### src/rtl/stream2fifoio.sv
// SRIO IO receive stream to FIFO writer with dstid filter and 2-entry skid.
// Optional STREAM2FIFOIO_LEN_CHECK_EN truncates packets at MAX_BEATS beats.
module stream2fifoio #(
  parameter int MAX_BEATS = 16,
  parameter bit PROMISC   = 1'b0
) (
  input  logic          log_clk,
  input  logic          rst_n,
  input  logic [15:0]   my_id,
  input  logic          rxio_tvalid,
  output logic          rxio_tready,
  input  logic [127:0]  rxio_tdata,
  input  logic [7:0]    rxio_tkeep,
  input  logic          rxio_tlast,
  input  logic [31:0]   rxio_tuser,
  output logic          stream2fifoio_wren,
  output logic [128:0]  stream2fifoio_in,
  input  logic          stream2fifoio_full,
  output logic [15:0]   rx_sorid,
  output logic [15:0]   pkt_cnt,
  output logic [15:0]   drop_cnt,
  output logic [15:0]   keep_err_cnt,
  output logic [15:0]   len_err_cnt
);

  typedef enum logic [1:0] {
    IDLE = 2'd0,
    PASS = 2'd1,
    DROP = 2'd2
  } state_e;

  state_e        state_q, state_d;
  logic [128:0]  ent0_q, ent1_q;
  logic          rd_q, wr_q;
  logic [1:0]    cnt_q, cnt_d;
  logic          rdy_q;
  logic [15:0]   sorid_q;
  logic [15:0]   pkt_q, drop_q, kerr_q, lerr_q;

  logic          acc, hit, hdr;
  logic          push, pop, trunc, last_in;

  assign acc  = rxio_tvalid && rdy_q;
  assign hdr  = acc && (state_q == IDLE);
  assign hit  = PROMISC || (rxio_tuser[15:0] == my_id);
  assign pop  = (cnt_q != 2'd0) && !stream2fifoio_full;

`ifdef STREAM2FIFOIO_LEN_CHECK_EN
  logic [15:0] beat_q, beat_n;

  assign beat_n = (state_q == IDLE) ? 16'd1 : beat_q + 16'd1;
  assign trunc  = push && !rxio_tlast &&
                  (beat_n == 16'(MAX_BEATS));

  always_ff @(posedge log_clk or negedge rst_n) begin
    if (!rst_n) begin
      beat_q <= '0;
      lerr_q <= '0;
    end else begin
      if (push) beat_q <= beat_n;
      if (trunc) lerr_q <= lerr_q + 16'd1;
    end
  end
`else
  localparam int unused_max_beats = MAX_BEATS;
  assign trunc  = 1'b0;
  assign lerr_q = '0;
`endif

  assign last_in = rxio_tlast || trunc;

  always_comb begin
    state_d = state_q;
    push    = 1'b0;
    if (acc) begin
      unique case (1'b1)
        (state_q == IDLE): begin
          push    = hit;
          state_d = hit ? PASS : DROP;
        end
        (state_q == PASS): push = 1'b1;
        default: ;
      endcase
      if (trunc) state_d = DROP;
      if (rxio_tlast) state_d = IDLE;
    end
  end

  assign cnt_d = cnt_q + {1'b0, push} - {1'b0, pop};

  always_ff @(posedge log_clk or negedge rst_n) begin
    if (!rst_n) begin
      state_q <= IDLE;
      ent0_q  <= '0;
      ent1_q  <= '0;
      rd_q    <= 1'b0;
      wr_q    <= 1'b0;
      cnt_q   <= '0;
      rdy_q   <= 1'b0;
      sorid_q <= '0;
      pkt_q   <= '0;
      drop_q  <= '0;
      kerr_q  <= '0;
    end else begin
      state_q <= state_d;
      cnt_q   <= cnt_d;
      // ready is a pure register so the upstream sees no comb path
      rdy_q   <= (cnt_d != 2'd2);
      if (push) begin
        if (wr_q) ent1_q <= {last_in, rxio_tdata};
        else      ent0_q <= {last_in, rxio_tdata};
        wr_q <= ~wr_q;
      end
      if (pop) rd_q <= ~rd_q;
      if (hdr && hit) begin
        sorid_q <= rxio_tuser[31:16];
        pkt_q   <= pkt_q + 16'd1;
      end
      if (hdr && !hit) drop_q <= drop_q + 16'd1;
      if (push && rxio_tkeep != 8'hff)
        kerr_q <= kerr_q + 16'd1;
    end
  end

  assign rxio_tready        = rdy_q;
  assign stream2fifoio_wren = pop;
  assign stream2fifoio_in   = rd_q ? ent1_q : ent0_q;
  assign rx_sorid           = sorid_q;
  assign pkt_cnt            = pkt_q;
  assign drop_cnt           = drop_q;
  assign keep_err_cnt       = kerr_q;
  assign len_err_cnt        = lerr_q;

endmodule

### config.mk
export PLATFORM = sky130hd
export DESIGN_NAME = stream2fifoio
export DESIGN_NICKNAME = d
export VERILOG_FILES = /design/src/rtl/stream2fifoio.sv
export SDC_FILE = /design/constraint.sdc
export NUM_CORES = 1
export LEC_CHECK = 0
export BUFFER_PORTS_ARGS = -buffer_cell sky130_fd_sc_hd__buf_2
export CORE_ASPECT_RATIO = 1.5
export CORE_MARGIN = 3
export CORE_UTILIZATION = 50
export CTS_BUF_LIST = sky130_fd_sc_hd__clkbuf_4
export DETAILED_ROUTE_END_ITERATION = 16
export PLACE_DENSITY_LB_ADDON = 0.12
export SKIP_CTS_REPAIR_TIMING = 1
export SLEW_MARGIN = 30
export SYNTH_ARGS = -nofsm -noshare
export SYNTH_HDL_FRONTEND = slang
export SYNTH_SLANG_ARGS = --single-unit
export TNS_END_PERCENT = 100
### constraint.sdc
create_clock -name log_clk -period 4 [get_ports log_clk]
set_clock_uncertainty 0.1 [all_clocks]
set_input_delay 0.4 -clock log_clk [delete_from_list [all_inputs] [get_ports log_clk]]
set_output_delay 0.4 -clock log_clk [all_outputs]
set_load 0.03 [all_outputs]
# Word level (Yosys, flattened, before mapping)

Index checks and enable logic that the tools add are counted.
W data, S select, Z words.

Output and inout bits: 211
Latch bits: 0
RAM bits: 0
Memories: 0
Bits in read-only memories: 0
Bits in registers: 329
Logic and storage cells: 42

Order comparisons: 0
Divide/modulo/power cells: 0
Eq/ne operators: 4
Bitwise gates (word level): 2
Reductions and logical operators: 14
Muxes and demuxes: 6
Shifts and indexed selects: 0
Multiply operators: 0
Add/sub/neg operators: 5

Operators with widths:

| kind                    | number |
|---|---|
| $mux W129               | 1 |
| $add A16 B1 Y16 const B | 3 |
| $eq A16 B16 Y1          | 1 |
| $ne A8 B8 Y1 const B    | 1 |
| $logic_and A1 B1 Y1     | 6 |
| $mux W2                 | 3 |
| $reduce_and A2 Y1       | 3 |
| $reduce_bool A2 Y1      | 2 |
| $add A2 B1 Y2           | 1 |
| $eq A2 B1 Y1 const B    | 1 |
| $logic_not A1 Y1        | 2 |
| $logic_not A2 Y1        | 1 |
| $ne A2 B2 Y1 const B    | 1 |
| $not A1 Y1              | 2 |
| $pmux W1 S2             | 1 |
| $sub A2 B1 Y2           | 1 |
| $mux W1                 | 1 |

# Depth between registers and ports, before layout

Word-level depth: 6
Mapped depth: 10
Mapped depth without buffers: 10

# Worst setup path after synthesis

Ideal clock, no wire load.

Path kind: input to register
Start: in my_id[15]
End: reg ent0_q[72]
Path slack: 1.626 ns
Arrival time: 2.149 ns
Stages: 9
Path buffers: 3
Data required time: 3.775 ns
Path through: xnor2_1 > nand4_1 > o41ai_2 > nand2_2 > or2_1 > buf_2 > buf_8 > buf_6 > mux2_4

Cells in the longest elaborated chain, start to end: 4

RTL lines:

| element                     | RTL line | source |
|---|---|---|
| from (decl)                 | 9        | `input logic [15:0] my_id,` |
| $eq A16 B16 Y1              | 45       | `assign hit = PROMISC \|\| (rxio_tuser[15:0] == my_id);` |
| $pmux W1 S2                 | 76       | `unique case (1'b1)` |
| $mux W1                     | 75       | `if (acc) begin` |
| $reduce_and A2 Y1 (no line) | -        |  |
| to (signal assigned)        | 111      | `else ent0_q <= {last_in, rxio_tdata};` |
| to (decl)                   | 33       | `logic [128:0] ent0_q, ent1_q;` |

No other way between the ends.
A chain may end at the register's enable or synchronous reset.

# Final worst setup path

Start: reg rd_q
End: out stream2fifoio_in[71]

Cells in the longest elaborated chain, start to end: 1

RTL lines:

| element                | RTL line | source |
|---|---|---|
| from (decl)            | 34       | `logic rd_q, wr_q;` |
| from (signal assigned) | 114      | `if (pop) rd_q <= ~rd_q;` |
| $mux W129              | 127      | `assign stream2fifoio_in = rd_q ? ent1_q : ent0_q;` |
| to (decl)              | 17       | `output logic [128:0] stream2fifoio_in,` |

No other way between the ends.

==> impl_results.md <==
* Highest metal used: met4
* DRT antenna net count at 0
* Htree depth at 3
* Post-Syn Instances at 1023
* Fraction of layout cells with a size suffix above 1 at 55.0%
* Core region area at between 0.02 and 0.03 sq mm
* Worst Setup End Kind: output pin
* Clock insertion delay at the later pin of the skew report at just under 0.7 ns
* Synth Area in Adders at less than 1%
* Tcrit/Tclk final at between 70 and 80%
* Mux cell area share after synthesis at between 30% and 40%
* Met2 routed WL at around 19 mm
* Synth Area in XOR/XNOR at roughly 3.8%
* Area after DPL at between 0.015 and 0.02 sq mm
* GRT Overall Usage at a little over a fifth
* Worst-path fanout max at 38
* Via density per instance at 5.02
* Dpl ws at 0.841 ns
* Crit path max-delay family: flip-flops
* Crit start category: register
* Final Hold Viols at 0
* CTS clk-pin slew, worst paths at roughly 0.06 ns
* Vias in the first global route at about 10000
* VDD IR max at approximately 0.32 mV
* Area Growth Syn to Fin at 31.8%
* RSZ-0062 raised after global routing: no
* Post-synthesis compound-gate area fraction at 0.303%
* GR Overflow Total at 0
* Die ar. at about 0.032 sq mm
* Worst Path Buf+Inv at 2
* Num CTS Buffers at slightly above 80
* Clk sinks at 329
* Run status: complete, no violations
* Area of the multi-input gates at approximately 0.0062 sq mm
* EDFF count, synth at 0
* Syn avg cell area at about 15 sq um
* Ports at 400
* Period minus WS final at between 3 and 4 ns
* # rows at 76
* Commonest non-fill, non-tap cell in the layout: buf_2
* YS warnings at 0
* Initial antenna violation count at 4
* Worst reg2reg startpoint: rxio_tready$_DFF_PN0_
* Critical path class: reg2out
* First-pass GRT wire length at between 50 and 60 mm
* Worst Tran Pin Value at around 0.8 ns
* Post-layout instance area at 0.0196 sq mm
* Power density over the cells at between 300 and 400 mW/mm^2
* Met1 wire length at between 10 and 15 mm
* FF/Latch Area at between 0.008 and 0.009 sq mm
* Critical Path Max Stage Delay at 0.81 ns
* Headroom to the max-slew limit at roughly 45%
* Max_cap viols at 0
* Clock Tree Buf Depth at 3
* Initial DRC Count at 337
* Number of library cell types mapped by synthesis at 34
* Drt first pass iters at 4
* CTS tree: done
* Root buffer cell: clkbuf_4
* Die X at ~150 um
* Yosys reg bits at around 330
* Leakage at between 10 and 15 nW
* Fraction of the yosys area taken by sequential cells at between 50% and 60%
* Asr flop ratio synth at 100%
* Finish-stage setup viols at 0
* Tot Pwr at a little over 0.007 W
* Final wirelength at ~36 mm
* Pins Over Slew Limit at 0
* Initial core utilization at approximately 50%
* Post-Synthesis Cell Area at roughly 0.015 sq mm
* Min-Delay Path Class: in2async
* R2r worst-path depth at 5
* Largest net degree at the start of global routing at 121
* Largest family of logic cells by synthesized area: multiplexers
* Synth Area in Simple Gates at 5.04%
* Port Buffer Count at around 380
* Vias at approximately 10000
* CP arrival at between 2 and 3 ns
* Top_reg_cell synth: dfrtp_1
* Fmax at ~330 MHz
* GPL Wtd Cong at around 0.81
* Slowest-stage cell, CP: dfrtp_4
* WL met3 at 2.41 mm
* Die H at 217 um
* Layout filler cell count at between 2000 and 2500
* Dpl hpwl at 23.9 mm
* Setup ws final at ~1 ns
* Flop2flop setup slack at between 1.5 and 2 ns
* R2R Path End: ent0_q[90]$_DFFE_PN0P_
* Setup TNS at 0 ns
* Layout Nets at roughly 1800
* DRC Markers at 0
* CP Cell Sequence: buf_4, mux2_2, buf_2
* Most frequent cells in the layout: buf_2, dfrtp_1, mux2_2, dlygate4sd3_1, clkbuf_4
* Required time of the critical path at around 3.5 ns
* Wire per inst at 17.7 um
## synth_stat cells (12+ instances only)
master | number | area (sq um)
nor3_1 | 14 | 70.1
buf_4 | 16 | 120
mux2_2 | 289 | 3250
buf_2 | 21 | 105
nand2_1 | 77 | 289
dfrtp_1 | 329 | 8230
clkbuf_1 | 15 | 56.3
xor2_1 | 27 | 236
xnor2_1 | 37 | 324
nand4_1 | 20 | 125
nor2_1 | 12 | 45.0
mux2_4 | 99 | 1490
## power breakdown
part,switching [W],total (W),internal [W]
sequential,0.000126,0.00350,0.00338
clock,0.00130,0.00259,0.00129
combinational,0.000516,0.000990,0.000474
## per-layer routing
| metal | GRT usage (%) | vias up |
|---|---|---|
| li1 | - | 4780 |
| met3 | 7.12 | 72 |
| met2 | 35.9 | 342 |
| met5 | 0 | - |
| met1 | 25.5 | 5121 |
| met4 | 8.79 | 0 |
## how the worst max path moves through the flow
stage | start | to | cells after the start
after global routing | rd_q$_DFFE_PN0P_ | stream2fifoio_in[49] | 3
after floorplan | my_id[15] | ent0_q[72]$_DFFE_PN0P_ | 9
after global placement | my_id[12] | ent1_q[59]$_DFFE_PN0P_ | 7
after detailed placement | my_id[12] | ent1_q[55]$_DFFE_PN0P_ | 7
after CTS | rd_q$_DFFE_PN0P_ | stream2fifoio_in[49] | 3
final | rd_q$_DFFE_PN0P_ | stream2fifoio_in[71] | 3
## cell families (layout without fill, tap and decap cells)
family | count (synthesis) | after routing
muxes | 388 | 388
DFF | 329 | 329
and+or+nand+nor | 158 | 158
buffers and inverters | 72 | 693
xor gates and xnor gates | 64 | 64
AOI/OAI and AO/OA | 6 | 6
adders and majority gates | 5 | 5
other | 1 | 20
## per-stage QoR
stage	hold slack (ns)	instances	utilization, %
CTS	-0.297	1899	62.3
global route	0.112	2053	67.6
finish	0.137	2053	67.6
detailed placement	0.356	1765	59.1
floorplan	0.00441	1038	-
global placement	0.352	1765	59.1
## sequential cells by signal (all words and copies together) (netlist names)
signal,count
pkt_cnt,16
ent0_q,129
drop_cnt,16
rxio_tready,1
rx_sorid,16
keep_err_cnt,16
wr_q,1
rd_q,1
ent1_q,129
state_q,2
cnt_q,2
## final cells by class
cell class | instances | area share, %
Sequential cell | 329 | 42.0
Tap cell | 390 | 2.49
Timing Repair Buffer | 553 | 18.9
Clock inverter | 22 | 0.428
Antenna cell | 4 | 0.0511
Inverter | 6 | 0.115
Clock buffer | 112 | 4.29
Multi-Input combinational cell | 637 | 31.8
## worst reg2reg max path: stages, from the launching register on
cell and delay (ns):
dfrtp_1 0.43, and3b_1 0.26, nand2_2 0.11, or2_4 0.56
buf_4 0.52, mux2_2 0.40
Note: power is estimated with default switching activity, not from simulation.
